[src/rtl/video_pkg.sv]
// -----------------------------------------------------------------------------
// video_pkg
// Shared definitions for the video pattern generator and the video receiver
// blocks:
//   - default raster timing (1080p-style line/frame totals)
//   - blanking levels for 10-bit Y and C
//   - 75% colour-bar Y/Cb/Cr table (8 bars, 240 samples wide each)
//   - interleave_yc(): packs 10-bit Y and C as {Y9,C9,Y8,C8,...,Y0,C0}
// -----------------------------------------------------------------------------
package video_pkg;

    localparam int unsigned H_ACTIVE_DEF = 1920;
    localparam int unsigned H_TOTAL_DEF  = 2200;
    localparam int unsigned V_BLANK_DEF  = 45;
    localparam int unsigned V_TOTAL_DEF  = 1125;

    localparam logic [9:0] BLANK_Y = 10'd64;
    localparam logic [9:0] BLANK_C = 10'd512;

    localparam int unsigned BAR_WIDTH = 240;
    localparam int unsigned NUM_BARS  = 8;

    typedef enum logic {
        PAT_BARS = 1'b0,
        PAT_FLAT = 1'b1
    } pattern_e;

    typedef struct packed {
        logic [9:0] y;
        logic [9:0] cb;
        logic [9:0] cr;
    } ycbcr_t;

    // Entry 0 is the leftmost bar; each entry is {Y, Cb, Cr}.
    localparam logic [NUM_BARS-1:0][29:0] BAR_TABLE = {
        {10'd64,  10'd512, 10'd512},
        {10'd111, 10'd848, 10'd481},
        {10'd204, 10'd435, 10'd848},
        {10'd251, 10'd771, 10'd817},
        {10'd534, 10'd253, 10'd207},
        {10'd581, 10'd589, 10'd176},
        {10'd674, 10'd176, 10'd543},
        {10'd721, 10'd512, 10'd512}
    };

    function automatic logic [19:0] interleave_yc(input logic [9:0] y,
                                                  input logic [9:0] c);
        logic [19:0] w;
        w = '0;
        for (int unsigned i = 0; i < 10; i++) begin
            w[2*i+1] = y[i];
            w[2*i]   = c[i];
        end
        return w;
    endfunction

endpackage

[src/rtl/video_timing_cnt.sv]
// -----------------------------------------------------------------------------
// video_timing_cnt
// Horizontal/vertical raster counters with combinational F/V/H/T/sof decode of
// the current counter state. The parent registers the decode, giving a single
// cen-cycle latency from counter state to outputs.
// Ports:
//   clk_i     clock
//   rst_i     synchronous active-high reset (h=H_ACTIVE, v=V_TOTAL-1)
//   cen_i     clock enable; counters advance only when high
//   h_odd     LSB of the horizontal count (Cb/Cr phase)
//   line_end  h count is at its last sample of the line
//   fvht      {F, V, H, T} for the current counter state
//   sof       current counter state is sample 0 of line 0
// -----------------------------------------------------------------------------
module video_timing_cnt
    import video_pkg::*;
#(
    parameter int unsigned H_ACTIVE = H_ACTIVE_DEF,
    parameter int unsigned H_TOTAL  = H_TOTAL_DEF,
    parameter int unsigned V_BLANK  = V_BLANK_DEF,
    parameter int unsigned V_TOTAL  = V_TOTAL_DEF
) (
    input  logic       clk_i,
    input  logic       rst_i,
    input  logic       cen_i,
    output logic       h_odd,
    output logic       line_end,
    output logic [3:0] fvht,
    output logic       sof
);

    localparam int unsigned HW = $clog2(H_TOTAL);
    localparam int unsigned VW = $clog2(V_TOTAL);

    logic [HW-1:0] h_cnt;
    logic [VW-1:0] v_cnt;

    always_ff @(posedge clk_i) begin
        if (rst_i) begin
            h_cnt <= HW'(H_ACTIVE);
            v_cnt <= VW'(V_TOTAL - 1);
        end else if (cen_i) begin
            if (line_end) begin
                h_cnt <= '0;
                v_cnt <= (v_cnt == VW'(V_TOTAL - 1)) ? '0 : v_cnt + VW'(1);
            end else begin
                h_cnt <= h_cnt + HW'(1);
            end
        end
    end

    always_comb begin
        line_end = (h_cnt == HW'(H_TOTAL - 1));
        h_odd    = h_cnt[0];
        fvht[3]  = 1'b0;
        fvht[2]  = (v_cnt < VW'(V_BLANK));
        fvht[1]  = (h_cnt >= HW'(H_ACTIVE));
        fvht[0]  = (h_cnt == '0) || (h_cnt == HW'(H_ACTIVE));
        sof      = (h_cnt == '0) && (v_cnt == '0);
    end

endmodule

[src/rtl/video_pattern_gen.sv]
// -----------------------------------------------------------------------------
// video_pattern_gen
// Test-pattern source: 75% colour bars or a flat field, with embedded
// F/V/H/T timing and a start-of-frame pulse. All outputs are registered and
// lag the raster counters by one enabled cycle.
// Ports:
//   clk_i          clock
//   rst_i          synchronous active-high reset
//   cen_i          clock enable; all state and outputs hold while low
//   pattern_sel_i  0 = colour bars, 1 = flat field (latched at frame start)
//   flat_ycbcr_i   flat-field colour {Y, Cb, Cr} (latched at frame start)
//   fvht_o         timing {F, V, H, T}
//   video_o        interleaved {Y9,C9,...,Y0,C0}
//   sof_o          one enabled-cycle pulse on sample 0 of line 0
// -----------------------------------------------------------------------------
module video_pattern_gen
    import video_pkg::*;
#(
    parameter int unsigned H_ACTIVE = H_ACTIVE_DEF,
    parameter int unsigned H_TOTAL  = H_TOTAL_DEF,
    parameter int unsigned V_BLANK  = V_BLANK_DEF,
    parameter int unsigned V_TOTAL  = V_TOTAL_DEF
) (
    input  logic        clk_i,
    input  logic        rst_i,
    input  logic        cen_i,
    input  logic        pattern_sel_i,
    input  logic [29:0] flat_ycbcr_i,
    output logic [3:0]  fvht_o,
    output logic [19:0] video_o,
    output logic        sof_o
);

    logic       h_odd;
    logic       line_end;
    logic [3:0] fvht_next;
    logic       sof_next;

    video_timing_cnt #(
        .H_ACTIVE (H_ACTIVE),
        .H_TOTAL  (H_TOTAL),
        .V_BLANK  (V_BLANK),
        .V_TOTAL  (V_TOTAL)
    ) u_timing (
        .clk_i    (clk_i),
        .rst_i    (rst_i),
        .cen_i    (cen_i),
        .h_odd    (h_odd),
        .line_end (line_end),
        .fvht     (fvht_next),
        .sof      (sof_next)
    );

    // Pattern controls are captured only at frame start so a frame is never
    // split between two patterns.
    pattern_e pat_q;
    ycbcr_t   flat_q;

    always_ff @(posedge clk_i) begin
        if (rst_i) begin
            pat_q  <= PAT_BARS;
            flat_q <= '0;
        end else if (cen_i && sof_next) begin
            pat_q  <= pattern_e'(pattern_sel_i);
            flat_q <= ycbcr_t'(flat_ycbcr_i);
        end
    end

    // Bar index tracks h_cnt/BAR_WIDTH without a divider: a 0..BAR_WIDTH-1
    // sub-counter steps the index, both realigned to zero at line start.
    // The index saturates on the last bar; samples past it are blanking.
    logic [7:0] bar_sub;
    logic [2:0] bar_idx;

    always_ff @(posedge clk_i) begin
        if (rst_i) begin
            bar_sub <= '0;
            bar_idx <= '0;
        end else if (cen_i) begin
            if (line_end) begin
                bar_sub <= '0;
                bar_idx <= '0;
            end else if (bar_sub == 8'(BAR_WIDTH - 1)) begin
                bar_sub <= '0;
                if (bar_idx != 3'(NUM_BARS - 1)) begin
                    bar_idx <= bar_idx + 3'd1;
                end
            end else begin
                bar_sub <= bar_sub + 8'd1;
            end
        end
    end

    ycbcr_t     px;
    logic [9:0] y_next;
    logic [9:0] c_next;

    always_comb begin
        px     = (pat_q == PAT_FLAT) ? flat_q : ycbcr_t'(BAR_TABLE[bar_idx]);
        y_next = px.y;
        c_next = h_odd ? px.cr : px.cb;
        if (fvht_next[2] || fvht_next[1]) begin
            y_next = BLANK_Y;
            c_next = BLANK_C;
        end
    end

    always_ff @(posedge clk_i) begin
        if (rst_i) begin
            fvht_o  <= 4'b0010;
            video_o <= interleave_yc(BLANK_Y, BLANK_C);
            sof_o   <= 1'b0;
        end else if (cen_i) begin
            fvht_o  <= fvht_next;
            video_o <= interleave_yc(y_next, c_next);
            sof_o   <= sof_next;
        end
    end

endmodule

[config.mk]
export PLATFORM = sky130hd
export DESIGN_NAME = video_pattern_gen
export DESIGN_NICKNAME = d
export VERILOG_FILES = /design/src/rtl/video_pkg.sv /design/src/rtl/video_timing_cnt.sv /design/src/rtl/video_pattern_gen.sv
export SDC_FILE = /design/constraint.sdc
export NUM_CORES = 1
export LEC_CHECK = 0
export BUFFER_PORTS_ARGS = -buffer_cell sky130_fd_sc_hd__buf_2
export CAP_MARGIN = 0
export CORE_MARGIN = 10
export CORE_UTILIZATION = 40
export DETAILED_ROUTE_END_ITERATION = 10
export PLACE_DENSITY = 0.62
export REMOVE_ABC_BUFFERS = 1
export SKIP_LAST_GASP = 1
export SYNTH_ARGS = -nofsm -noshare
export SYNTH_HDL_FRONTEND = slang
export SYNTH_HIERARCHICAL = 1
export SYNTH_SLANG_ARGS = --single-unit
export TNS_END_PERCENT = 20
[constraint.sdc]
create_clock -name clk_i -period 5.9 [get_ports clk_i]
set_clock_uncertainty 0.05 [all_clocks]
set_input_delay 0.885 -clock clk_i [delete_from_list [all_inputs] [get_ports clk_i]]
set_output_delay 0.885 -clock clk_i [all_outputs]
set_load 0.03 [all_outputs]
# --- Word level (Yosys, flattened, before mapping) ---
# Memories as Yosys holds them, arrays and structs flattened. A register that Yosys moved wholly into a read port is not among the register bits.
# Index checks and enable logic that the tools add are counted.
op_classes:
  n_lt_le_gt_ge: 3
  n_mux: 14
  n_reduce_logical: 10
  eq_ne: 5
  add_sub_neg: 4
op_table:
  columns: ["op", "n"]
  rows:
  - ["$mux 30", 2]
  - ["$mux 10", 3]
  - ["$mux 8", 2]
  - ["$mux 3", 5]
  - ["$add 12x1->12 const B", 1]
  - ["$eq 12x11->1 const B", 1]
  - ["$eq 12x12->1 const B", 1]
  - ["$ge 12x11->1 const B", 1]
  - ["$logic_not 12->1", 1]
  - ["$mux 12", 1]
  - ["$add 11x1->11 const B", 1]
  - ["$eq 11x11->1 const B", 1]
  - ["$logic_not 11->1", 1]
  - ["$lt 11x6->1 const B", 1]
  - ["$mux 11", 1]
  - ["$add 8x1->8 const B", 1]
  - ["$eq 8x8->1 const B", 1]
  - ["$lt 3x4->1 const B", 1]
  - ["$reduce_bool 2->1", 2]
  - ["$add 3x1->3 const B", 1]
  - ["$ne 3x3->1 const B", 1]
  - ["$reduce_and 3->1", 1]
  - ["$logic_and 1x1->1", 2]
  - ["$logic_or 1x1->1", 2]
  - ["$reduce_and 2->1", 1]
totals:
  memories: 1
  mem_bits_ro: 240
  ff_bits: 89
  elab_cells: 48
  in_bits: 34
memory_table:
  columns: ["name", "depth", "word_bits", "rd", "rd_clocked_by_memory_dff", "wr", "line_no", "rtl"]
  rows:
  - ["(no name shown)", 8, 30, 1, 1, 0, "video_pattern_gen.sv:99", "px = (pat_q == PAT_FLAT) ? flat_q : ycbcr_t'(BAR_TABLE[bar_idx]);"]

# --- Logic depth before layout (Yosys ltp) ---
logic_depth:
  depth_word: 6
  depth_mapped: 12
  ltp_nobuf: 10

# --- Hierarchy ---
# The synthesis kept the hierarchy.
by_module_without_submodules:
  columns: ["mod", "cells_per_inst", "area_per_inst_um2", "seq_area_each_um2", "instances"]
  rows:
  - ["video_pattern_gen", 382, 3592.2, 1761.7, 1]
  - ["video_timing_cnt", 169, 1342.5, 460.4, 1]

# --- Worst setup path before layout ---
# No wires, ideal clock.
synth_path:
  path_type: "reg-to-reg"
  from: "reg u_timing.h_cnt[0]"
  to: "reg with a tool-made name"
  period_less_slack_ns: 2.878
  n_path_buf: 2
  stages_incl_launch_ff: 12
  path_slack_ns: 3.022
  arrival_time_ns: 2.707
  path_cell_list: "dfxtp_1 > ha_1 > nand4_1 > inv_1 > clkbuf_1 > or4b_2 > nor4_1 > or3_1 > clkbuf_1 > inv_1 > ha_1 > mux2_4"
synth_lines:
  columns: ["element", "line_no", "rtl"]
  rows:
  - ["start, declared", "video_timing_cnt.sv:35", "logic [HW-1:0] h_cnt;"]
  - ["start signal, assigned", "video_timing_cnt.sv:40", "h_cnt <= HW'(H_ACTIVE);"]
  - ["start signal, assigned", "video_timing_cnt.sv:47", "h_cnt <= h_cnt + HW'(1);"]

==> results.json <==
{
  "status": "finished, final reports clean",
  "path_cells": "ha_1, nand4_1, inv_1, inv_1, o311a_1, a211oi_1, nor2_1, ha_1, mux2_4",
  "ant_nets": 0,
  "gp_congestion": 0.838,
  "p_leak_uw": 0.00214,
  "cts_tree": "done",
  "crit_family": "flip-flops",
  "via_count": 3919,
  "synth_area_um2": 4930,
  "grt.total_usage": 0.134,
  "viasPerCell": 5.14,
  "rr_worst_depth": 9,
  "crit_arrival_ns": 3.72,
  "maxCapViolations": 0,
  "syn_to_final_growth_pct": 13.5,
  "powerDensity_nw_per_um2": 254,
  "yosysWarnings": 6,
  "ioPinCount": 59,
  "antenna_found_initial": 0,
  "grt_pass1_vias": 3787,
  "critPathLaunchType": "flop",
  "setup_viol": 0,
  "place.port_buffers": 58,
  "drv_slew": 0,
  "drcViolationCount": 0,
  "gr-total-overflow": 0,
  "cts_inserted_buffers": 9,
  "cpMaxStageDelayCell": "dfxtp_1",
  "initial_utilization": 0.409,
  "cts_resized": 0,
  "critPathLaunch": "u_timing/h_cnt[0]",
  "synth_cells": 551,
  "layout.area.seq_um2": 2220,
  "fmax_mhz": 284,
  "relSlewSlack": 0.205,
  "drt_first_pass_iters": 4,
  "die_w_um": 131,
  "num_rows": 40,
  "syn_area_per_cell_um2": 8.96,
  "cpPeakStageDelay_ns": 0.93,
  "cts_hold_buf": 0,
  "die_area_um2": 17200,
  "insertedDiodeCount": 0,
  "clk_pin_slew_ns": 0.07,
  "stdcell_area_um2": 5600,
  "layout_commonest_cell": "dfxtp_1",
  "rsz0062_at_grt": "no",
  "wl_per_cell_um": 14.9,
  "synth-seq-area-share": 0.450,
  "n_fill_cell": 1169,
  "rrSetupSlack_ns": 2.37,
  "async_flop_share": 0,
  "fin_nets": 637,
  "clock_latency_ns": 0.35,
  "core-area_um2": 12100,
  "grt_pass1_wl_um": 18600,
  "cp-end-kind": "flop",
  "placed_area_um2": 5300,
  "grt_max_degree": 91,
  "path_depth": 9,
  "fin_setup_tns_ns": 0,
  "cts_buffer_depth": 2,
  "critical_path_class": "flop to flop",
  "period_minus_slack_ns": 3.53,
  "cts-root-buf": "clkbuf_16",
  "drtIter0Drc": 332,
  "final_cell_mix": "dfxtp_1, nand2_1, buf_2, nor2_1, a21oi_1",
  "final_util": 0.464,
  "wl_um": 11400,
  "post-cts-setup-buffers": 0,
  "clock_sinks": 111,
  "cp.required_ns": 6.09,
  "hpwl_um": 7600,
  "drive_above_1_share": 0.178,
  "finalHoldViolCount": 0,
  "reg2reg_from": "u_timing/h_cnt[0]",
  "critPathMaxFanout": 15,
  "multi_input_area_um2": 2490,
  "critPathBufInv": 2,
  "die_y_um": 131,
  "fin_crit_sh": 0.598,
  "hold_path_class": "flop to flop",
  "vdd_drop_max_mv": 0.131,
  "synth_edf_count": 0,
  "ys_seq_elements": 111,
  "cts_max_level": 3,
  "worstMarginPinSlew_ns": 1.19,
  "synth.distinct_cells": 61,
  "synth_flop_cell": "dfxtp_1"
}
[cell type report]
cell class,instances,area share
multi-input combinational,387,0.444
timing repair buffer,60,0.0545
sequential,111,0.397
clock buffer,11,0.0416
inverter,20,0.0139
clock inverter,5,0.0114
tap,168,0.0375
[stage by stage]
step | cells | worst slack, ns | hold slack, ns | total power, uW
4_1_cts | 762 | 2.36 | 0.407 | 1440
3_5_place_dp | 746 | 2.33 | 0.397 | 826
3_3_place_gp | 746 | 2.47 | 0.390 | 825
6_report | 762 | 2.37 | 0.405 | 1420
2_1_floorplan | 518 | 2.99 | 0.377 | 795
5_1_grt | 762 | 2.11 | 0.426 | 1470
[per-layer routing]
layer  global-route usage  vias up  wire length [um]
met2                0.207       68              5170
met4               0.0589        0               187
li1                     -     1992                 -
met3               0.0265       13               554
met5                    0        -                 0
met1                0.178     1846              5460
[cell usage after synthesis, types with 2 or more instances]
library cell	number	area [um^2]
o21ai_0	13	65.1
o21ai_1	3	15.0
ha_1	14	175
nand4_1	9	56.3
inv_1	19	71.3
a22oi_1	17	128
and4_1	2	17.5
or3_1	7	43.8
xnor2_1	13	114
clkbuf_1	25	93.8
o21a_1	2	15.0
buf_2	4	20.0
a221o_1	3	30.0
a211oi_1	2	15.0
nor4b_1	2	17.5
or4_1	3	22.5
and2_1	5	31.3
nand3_1	10	50.1
a21oi_1	49	245
buf_6	2	22.5
nor3_1	9	45.0
o311a_1	2	20.0
nor2_1	53	199
nand2b_1	8	50.1
dfxtp_1	111	2220
o311ai_0	2	17.5
xor2_1	4	35.0
mux2_2	10	113
a21o_1	4	30.0
mux4_2	7	158
nand2_1	84	315
mux2i_1	10	100
nor3b_1	2	15.0
or2_2	3	18.8
and3_1	4	25.0
nor4_1	7	43.8
mux2_4	2	30.0
nor2b_1	2	12.5
[power by group]
group	switching [uW]	internal [uW]
Combinational	29.2	20.0
Clock	279	335
Sequential	6.22	752
Total	314	1110
[how the worst min path moves through the flow]
stage	from	to	slack (ns)	cells after the start
6_report	flat_q[17]	flat_q[17]	0.40	2
4_1_cts	flat_q[17]	flat_q[17]	0.41	2
5_1_grt	flat_q[5]	flat_q[5]	0.43	2
3_3_place_gp	flat_q[5]	flat_q[5]	0.39	2
3_5_place_dp	flat_q[17]	flat_q[17]	0.40	2
2_1_floorplan	flat_q[20]	flat_q[20]	0.38	2
[tightest hold or removal path, cell delays in order (launching register included)]
cell	delay, ns
dfxtp_1	0.31
nand2_1	0.05
a21oi_1	0.05
[cell families (layout without fill, tap and decap cells)]
kind of cell / after synthesis / count (layout) / share of synthesized area
AOI/OAI and AO/OA: 106 / 106 / 0.133
and+or+nand+nor: 219 / 219 / 0.219
adders and majority gates: 14 / 14 / 0.0355
DFF: 111 / 111 / 0.450
buffers and inverters: 53 / 96 / 0.0456
other: 1 / 1 / 0.000760
muxes: 30 / 30 / 0.0857
xor gates and xnor gates: 17 / 17 / 0.0302
Power figures use the tool's default switching activity.
